===== config.mk =====
export PLATFORM = sky130hd
export DESIGN_NAME = ram4_hs
export DESIGN_NICKNAME = d
export VERILOG_FILES = /design/src/rtl/hack_pkg.sv /design/src/rtl/dmux4way.sv /design/src/rtl/ram4_hs.sv
export SDC_FILE = /design/constraint.sdc
export NUM_CORES = 1
export LEC_CHECK = 0
export BUFFER_PORTS_ARGS = -buffer_cell sky130_fd_sc_hd__buf_4
export CAP_MARGIN = 40
export CORE_AREA = 2 2 68 118
export CTS_CLUSTER_DIAMETER = 100
export DETAILED_ROUTE_END_ITERATION = 8
export DIE_AREA = 0 0 70 120
export GPL_TIMING_DRIVEN = 0
export PLACE_DENSITY = 0.75
export SYNTH_ARGS = -nofsm -noshare
export SYNTH_HDL_FRONTEND = slang
export SYNTH_SLANG_ARGS = --single-unit

===== constraint.sdc =====
create_clock -name clk -period 2.4 [get_ports clk]
set_input_delay 0.24 -clock clk [delete_from_list [all_inputs] [get_ports clk]]
set_output_delay 0.24 -clock clk [all_outputs]
set_load 0.05 [all_outputs]

===== src/rtl/hack_pkg.sv =====
// Shared widths and the handshake FSM state type for the Hack 4-word RAM.
package hack_pkg;

   localparam int unsigned WORD_W = 16;
   localparam int unsigned ADDR_W = 2;
   localparam int unsigned NWORDS = 4;

   typedef enum logic {
      IDLE = 1'b0,
      RESP = 1'b1
   } state_t;

endpackage


===== src/rtl/dmux4way.sv =====
// Hack 1-to-4 demultiplexer: routes in to the output picked by sel, others 0.
module dmux4way (
   input  logic       in,
   input  logic [1:0] sel,
   output logic       a,
   output logic       b,
   output logic       c,
   output logic       d
);

   assign a = in & (sel == 2'd0);
   assign b = in & (sel == 2'd1);
   assign c = in & (sel == 2'd2);
   assign d = in & (sel == 2'd3);

endmodule


===== src/rtl/ram4_hs.sv =====
// Four-word RAM behind a valid/ready request/response handshake, one txn/cycle.
// Define RAM4_RESET_CLEAR_EN to make rst clear the stored words as well.
module ram4_hs
   import hack_pkg::*;
#(
   parameter int unsigned WIDTH = WORD_W
) (
   input  logic              clk,
   input  logic              rst,
   input  logic              req_valid,
   output logic              req_ready,
   input  logic              req_we,
   input  logic [ADDR_W-1:0] req_addr,
   input  logic [WIDTH-1:0]  req_wdata,
   output logic              rsp_valid,
   input  logic              rsp_ready,
   output logic [WIDTH-1:0]  rsp_data
);

   state_t              state;
   logic [WIDTH-1:0]    mem [NWORDS];
   logic [NWORDS-1:0]   word_we;
   logic                accept;
   logic                wr_accept;
   logic [WIDTH-1:0]    rsp_next;

   // A pending response frees the request side only when it is being taken.
   assign req_ready = (state == IDLE) | rsp_ready;
   assign accept    = req_valid & req_ready;
   assign wr_accept = accept & req_we;
   assign rsp_next  = req_we ? req_wdata : mem[req_addr];

   dmux4way u_we_dmux (
      .in  (wr_accept),
      .sel (req_addr),
      .a   (word_we[0]),
      .b   (word_we[1]),
      .c   (word_we[2]),
      .d   (word_we[3])
   );

   always_ff @(posedge clk or posedge rst) begin
      if (rst) begin
         state     <= IDLE;
         rsp_valid <= 1'b0;
         rsp_data  <= '0;
      end else begin
         case (state)
            IDLE: begin
               if (accept) begin
                  state     <= RESP;
                  rsp_valid <= 1'b1;
                  rsp_data  <= rsp_next;
               end
            end
            RESP: begin
               if (rsp_ready) begin
                  if (accept) begin
                     rsp_data <= rsp_next;
                  end else begin
                     state     <= IDLE;
                     rsp_valid <= 1'b0;
                  end
               end
            end
            default: begin
               state     <= IDLE;
               rsp_valid <= 1'b0;
            end
         endcase
      end
   end

`ifdef RAM4_RESET_CLEAR_EN
   always_ff @(posedge clk or posedge rst) begin
      if (rst) begin
         for (int i = 0; i < int'(NWORDS); i++) mem[i] <= '0;
      end else begin
         for (int i = 0; i < int'(NWORDS); i++)
            if (word_we[i]) mem[i] <= req_wdata;
      end
   end
`else
   // Storage has no reset so contents survive rst.
   always_ff @(posedge clk) begin
      for (int i = 0; i < int'(NWORDS); i++)
         if (word_we[i]) mem[i] <= req_wdata;
   end
`endif

endmodule

== After elaboration in Yosys (flattened, before gate mapping) ==
Memories as Yosys holds them, arrays and structs flattened.
Index checks and enable logic that the tools add are counted.

* Register bits: 18
* RAM bits: 64
* Output and inout port bits: 18
* Logic and storage cells: 51
* Memories kept: 1

{| class="wikitable"
|+ Memory list
! memory !! depth !! width !! rd ports !! clocked after Yosys merged registers in !! write ports !! line !! source
|-
| mem || 4 || 16 || 1 || 0 || 1 || ram4_hs.sv:21 || <nowiki>logic [WIDTH-1:0] mem [NWORDS];</nowiki>
|}

* Equal/unequal tests: 6
* Muxes and demuxes: 28
* Bitwise gates (word level): 8
* Reductions and logical operators: 5

{| class="wikitable"
|+ Operator list
! kind !! number
|-
| two-way mux 16 bit || 6
|-
| OR reduction 16 bit || 3
|-
| one-hot mux 16 bit (2 select lines) || 1
|-
| two-way mux 1 bit || 16
|-
| AND 1 bit || 6
|-
| two-way mux 2 bit || 3
|-
| inequality test 2 bit, second input constant || 3
|-
| equality test 2 bit, second input constant || 2
|-
| one-hot mux 1 bit (2 select lines) || 2
|-
| AND reduction 3 bit || 1
|-
| equality test 2 x 1 -> 1 bit, second input constant || 1
|-
| logical NOT 2 bit || 1
|-
| inverter 1 bit || 1
|-
| OR 1 bit || 1
|}

== Depth between registers and ports, before layout ==
* Depth in word-level cells: 11
* Mapped depth: 5
* Depth with buffers taken out: 3

== Modules after synthesis ==
Synthesis repeated with hierarchy kept, for this count alone.

* Cells, all modules: 171
* Area total of the unflattened synthesis: 3238.1 µm²

{| class="wikitable"
|+ By module, submodules not included
! module !! times used !! cells each !! area an instance (µm²) !! sequential area each (µm²)
|-
| ram4_hs || 1 || 167 || 3200.6 || 2372.3
|-
| dmux4way || 1 || 4 || 37.5 || 0.0
|}

== Least setup slack after synthesis ==
OpenSTA, ideal clock, no wires.

* Path type: reg-to-reg
* Start point: register state
* End point: memory mem[1][0] (netlist bit), enable pin
* Library setup time: 0.388 ns
* Data arrival time: 2.016 ns
* Setup slack: -0.004 ns
* Stages on the path, launching flop included: 5
* Buffers on the path: 1
* Cell sequence: dfrtp_1 nand2b_1 clkbuf_1 nand4_1 nor2_1

* Longest elaborated chain between the ends: 11
* Elaborated cells on any way between the ends: 25

{| class="wikitable"
|+ RTL lines
! item !! line !! source
|-
| from (decl) || ram4_hs.sv:20 || <nowiki>state_t state;</nowiki>
|-
| from (signal assigned) || ram4_hs.sv:44 || <nowiki>state <= IDLE;</nowiki>
|-
| from (signal assigned) || ram4_hs.sv:51 || <nowiki>state <= RESP;</nowiki>
|-
| from (signal assigned) || ram4_hs.sv:61 || <nowiki>state <= IDLE;</nowiki>
|-
| inverter 1 bit (*) || - ||
|-
| OR 1 bit (*) || ram4_hs.sv:28 || <nowiki>assign req_ready = (state == IDLE) | rsp_ready;</nowiki>
|-
| net req_ready || ram4_hs.sv:11 || <nowiki>output logic req_ready,</nowiki>
|-
| AND 1 bit (*) || ram4_hs.sv:29 || <nowiki>assign accept = req_valid & req_ready;</nowiki>
|-
| AND 1 bit (*) || ram4_hs.sv:30 || <nowiki>assign wr_accept = accept & req_we;</nowiki>
|-
| AND 1 bit (*) || dmux4way.sv:12 || <nowiki>assign b = in & (sel == 2'd1);</nowiki>
|-
| net u_we_dmux.b || dmux4way.sv:6 || <nowiki>output logic b,</nowiki>
|-
| two-way mux 1 bit (*) || ram4_hs.sv:87 || <nowiki>if (word_we[i]) mem[i] <= req_wdata;</nowiki>
|-
| two-way mux 1 bit (implied by the code) (*) || ram4_hs.sv:87 ||
|-
| OR reduction 16 bit (no line) || - ||
|-
| two-way mux 2 bit (no line) or two-way mux 1 bit (tied branches) (3 in series) || - ||
|-
| to (decl) || ram4_hs.sv:21 ||
|}

The timed path passes the listed nets; every way through them passes the cells marked *.

== Worst setup path in the final report ==
* Start point: register state
* End point: memory mem[2][0] (netlist bit), enable pin

* Elaborated cells on any way between the ends: 25

{| class="wikitable"
|+ RTL lines
! item !! line !! source
|-
| inverter 1 bit (*) || - ||
|-
| OR 1 bit (*) || ram4_hs.sv:28 ||
|-
| AND 1 bit (*) || ram4_hs.sv:29 ||
|-
| AND 1 bit (*) || ram4_hs.sv:30 ||
|-
| AND 1 bit (*) || dmux4way.sv:13 || <nowiki>assign c = in & (sel == 2'd2);</nowiki>
|-
| net u_we_dmux.c || dmux4way.sv:7 || <nowiki>output logic c,</nowiki>
|-
| two-way mux 1 bit (*) || ram4_hs.sv:87 ||
|-
| two-way mux 1 bit (implied by the code) (*) || ram4_hs.sv:87 ||
|-
| OR reduction 16 bit (no line) || - ||
|-
| two-way mux 2 bit (no line) or two-way mux 1 bit (tied branches) (2 in series) || - ||
|}

Marked as above.

==> metrics.txt <==
flops & latches, synth 82; DRC 0; CP peak stage delay 500 ps; Detailed Route WL 6240 µm; period utilization 88.9%; port bufs 37; pin count of the biggest net entering global routing 19; Slew Limit Headroom 45.9%; PD cells between 800 and 900 nW/µm²; Slew Limit Fails 0; root buf cell clkbuf_16; Final nets 248; register area share after synthesis about three quarters; min Tclk post-route 2130 ps; initial antenna violation count 0; final hold vios 0; Synth Instances between 150 and 200; outcome complete, no violations; drt first-iter violations 99; Layout area overhead 24.9%; CTS Buf Count 9; Core ar. 7460 µm²; row count 42; Setup crit start state; Finished Core Util 54.2%; arrival time worst endpoint approximately 2200 ps; Yosys warnings 0; hold crit path type in -> async; Clk pin slew, worst setup/hold paths roughly 60 ps; clk_skew between 4 and 5 ps; routability-driven placement congestion ratio 0.716; worst-skew pair later-pin latency 330 ps; RSZ-0062 raised after global routing no; final instance area 4040 µm²; worst r2r path cells 5; worst path required time 2440 ps; post-detail-place hpwl about 4300 µm; worst slew pin tran 810 ps; Max VDD drop just over 500 µV; Synth Flop Type edfxtp_1; Die H 120 µm; Pre-antenna DRT Iters 5; Die Wd about 70 µm; DR vias 1732; global-route wire length before repair 9970 µm; multi-input logic area approximately 800 µm²; Yosys cell types 19; All-Layer GR Usage 16.2%; sequential cell area 2370 µm²; n_diodes 0; asr flop ratio synth 22.0%; htree depth 3; CTS tree yes; Final Power 3.62 mW; initial core utilization between 40% and 50%; die footprint 8400 µm²; top post-synthesis cells by area edfxtp_1 59%, dfrtp_1 14%, mux4_1 7.3%, a21oi_1 5.1%, mux2i_1 4.9%; crit-path cells nand2b_1, clkbuf_1, nand3_1, nor3_4, buf_6; Placed Instance Area 3690 µm²; CP max-delay cell nor3_4; gr ovfl total 0; Crit Path Class reg -> reg; post-DR vias/cell 5.45; number of setup violations in the final report 0; average size of a mapped cell 18.7 µm²; Synth Net Count 196; Post-Synthesis Cell Area 3240 µm²; max_cap viols 0; highest clock rate 468 MHz; share of cells above drive strength 1 32.2%; total clock sinks 82; top cell type by total area after synthesis edfxtp_1; Post-synth EDFFs 64; CP startpoint kind flip-flop; antenna-violating nets left 0; Leak Pwr 1.51 nW; CTS hold repair buffers 0; most frequent cell after synthesis edfxtp_1; I/O pin total 41; Filler cells between 600 and 700; top cell type's share of synthesized area around three fifths; maximum buffer depth of the clock tree 2; CP Capture Type flip-flop; crit path max fanout 10; R2R Setup Slk approximately 270 ps; WL/cell around 20 µm; FF-to-FF Start state; synth cell count leaders 64 x edfxtp_1, 33 x a21oi_1, 18 x dfrtp_1; vias in the first global route 1892
[metal layers]
layer / track usage (%) / share of wire (%) / up-vias
met3: 3.78 / 5.3 / 13
li1: - / - / 800
met1: 18.4 / 37 / 868
met2: 28.2 / 56 / 51
met5: 0 / 0 / -
met4: 8.05 / 2.2 / 0
[metrics by stage]
| step | TNS, ps | hold slack (ps) | setup slack [ps] | cells |
|---|---|---|---|---|
| after floorplan | -133 | 179 | -4.15 | 173 |
| after global placement | -35380 | 414 | -879 | 298 |
| after detailed placement | 0 | 432 | 104 | 302 |
| after CTS | 0 | 98.5 | 92.3 | 318 |
| after global routing | 0 | 118 | 117 | 318 |
| final | 0 | 68.0 | 265 | 318 |
[cell families (layout without fill, tap and decap cells)]
kind of cell,after synthesis,count (layout),share of synthesized area [%]
simple gates,10,10,1.59
flops,82,82,73.3
compound gates,34,34,5.26
buf+inv,15,72,2.71
mux,32,32,17.1
[cell usage in the layout, fill, tap and decap left out]
cell	Yosys	final
buf_2	3	3
nand2b_1	2	2
nor2_2	0	2
clkbuf_1	6	6
clkbuf_16	0	9
buf_12	1	1
buf_6	1	4
edfxtp_1	64	64
nand3_1	1	1
a21oi_1	33	33
clkinv_2	0	2
and2_1	1	1
buf_4	1	38
inv_1	3	3
nor3_4	0	2
dfrtp_1	18	18
buf_8	0	1
bufinv_16	0	3
o21ai_0	1	1
nand4_1	1	1
mux4_2	7	7
nor2_1	3	1
mux4_1	9	9
clkinv_4	0	2
mux2i_1	16	16
[registers in the layout (all words and copies together), names as in the netlist]
name	count
mem	64
rsp_data	16
rsp_valid	1
state	1
[worst max-delay path, delay by kind of cell (launching register included)]
family | cells | cell delay, ps
and+or+nand+nor | 3 | 880
buffers and inverters | 2 | 590
DFF | 1 | 370
[final timing paths]
path                               endpoint
worst min register to register    rsp_valid
worst max-delay path              mem[2][0]
worst max register to register    mem[2][0]
max in group asynchronous       rsp_data[8]
min in group clk                  mem[1][9]
worst min-delay path            rsp_data[2]
[repair_timing]
item                       in CTS  in global routing
resized for setup               0                  2
setup buffers                   0                  0
setup endpoints to repair       0                  8
[report_power, final]
part	switching [mW]	total (mW)	internal, mW
sequential	0.0328	1.63	1.60
clock	0.525	1.54	1.01
combinational	0.294	0.446	0.152
total	0.852	3.62	2.76
[cell type report]
class                           count  share of cell area (%)
Inverter                            3                   0.279
Multi-Input combinational cell     76                    19.9
Timing Repair Buffer               41                    8.08
Tap cell                           88                    2.72
Sequential cell                    82                    58.7
Clock inverter                      7                    2.91
Clock buffer                        9                    5.57
Buffer                             12                    1.89
Power figures use the tool's default switching activity.
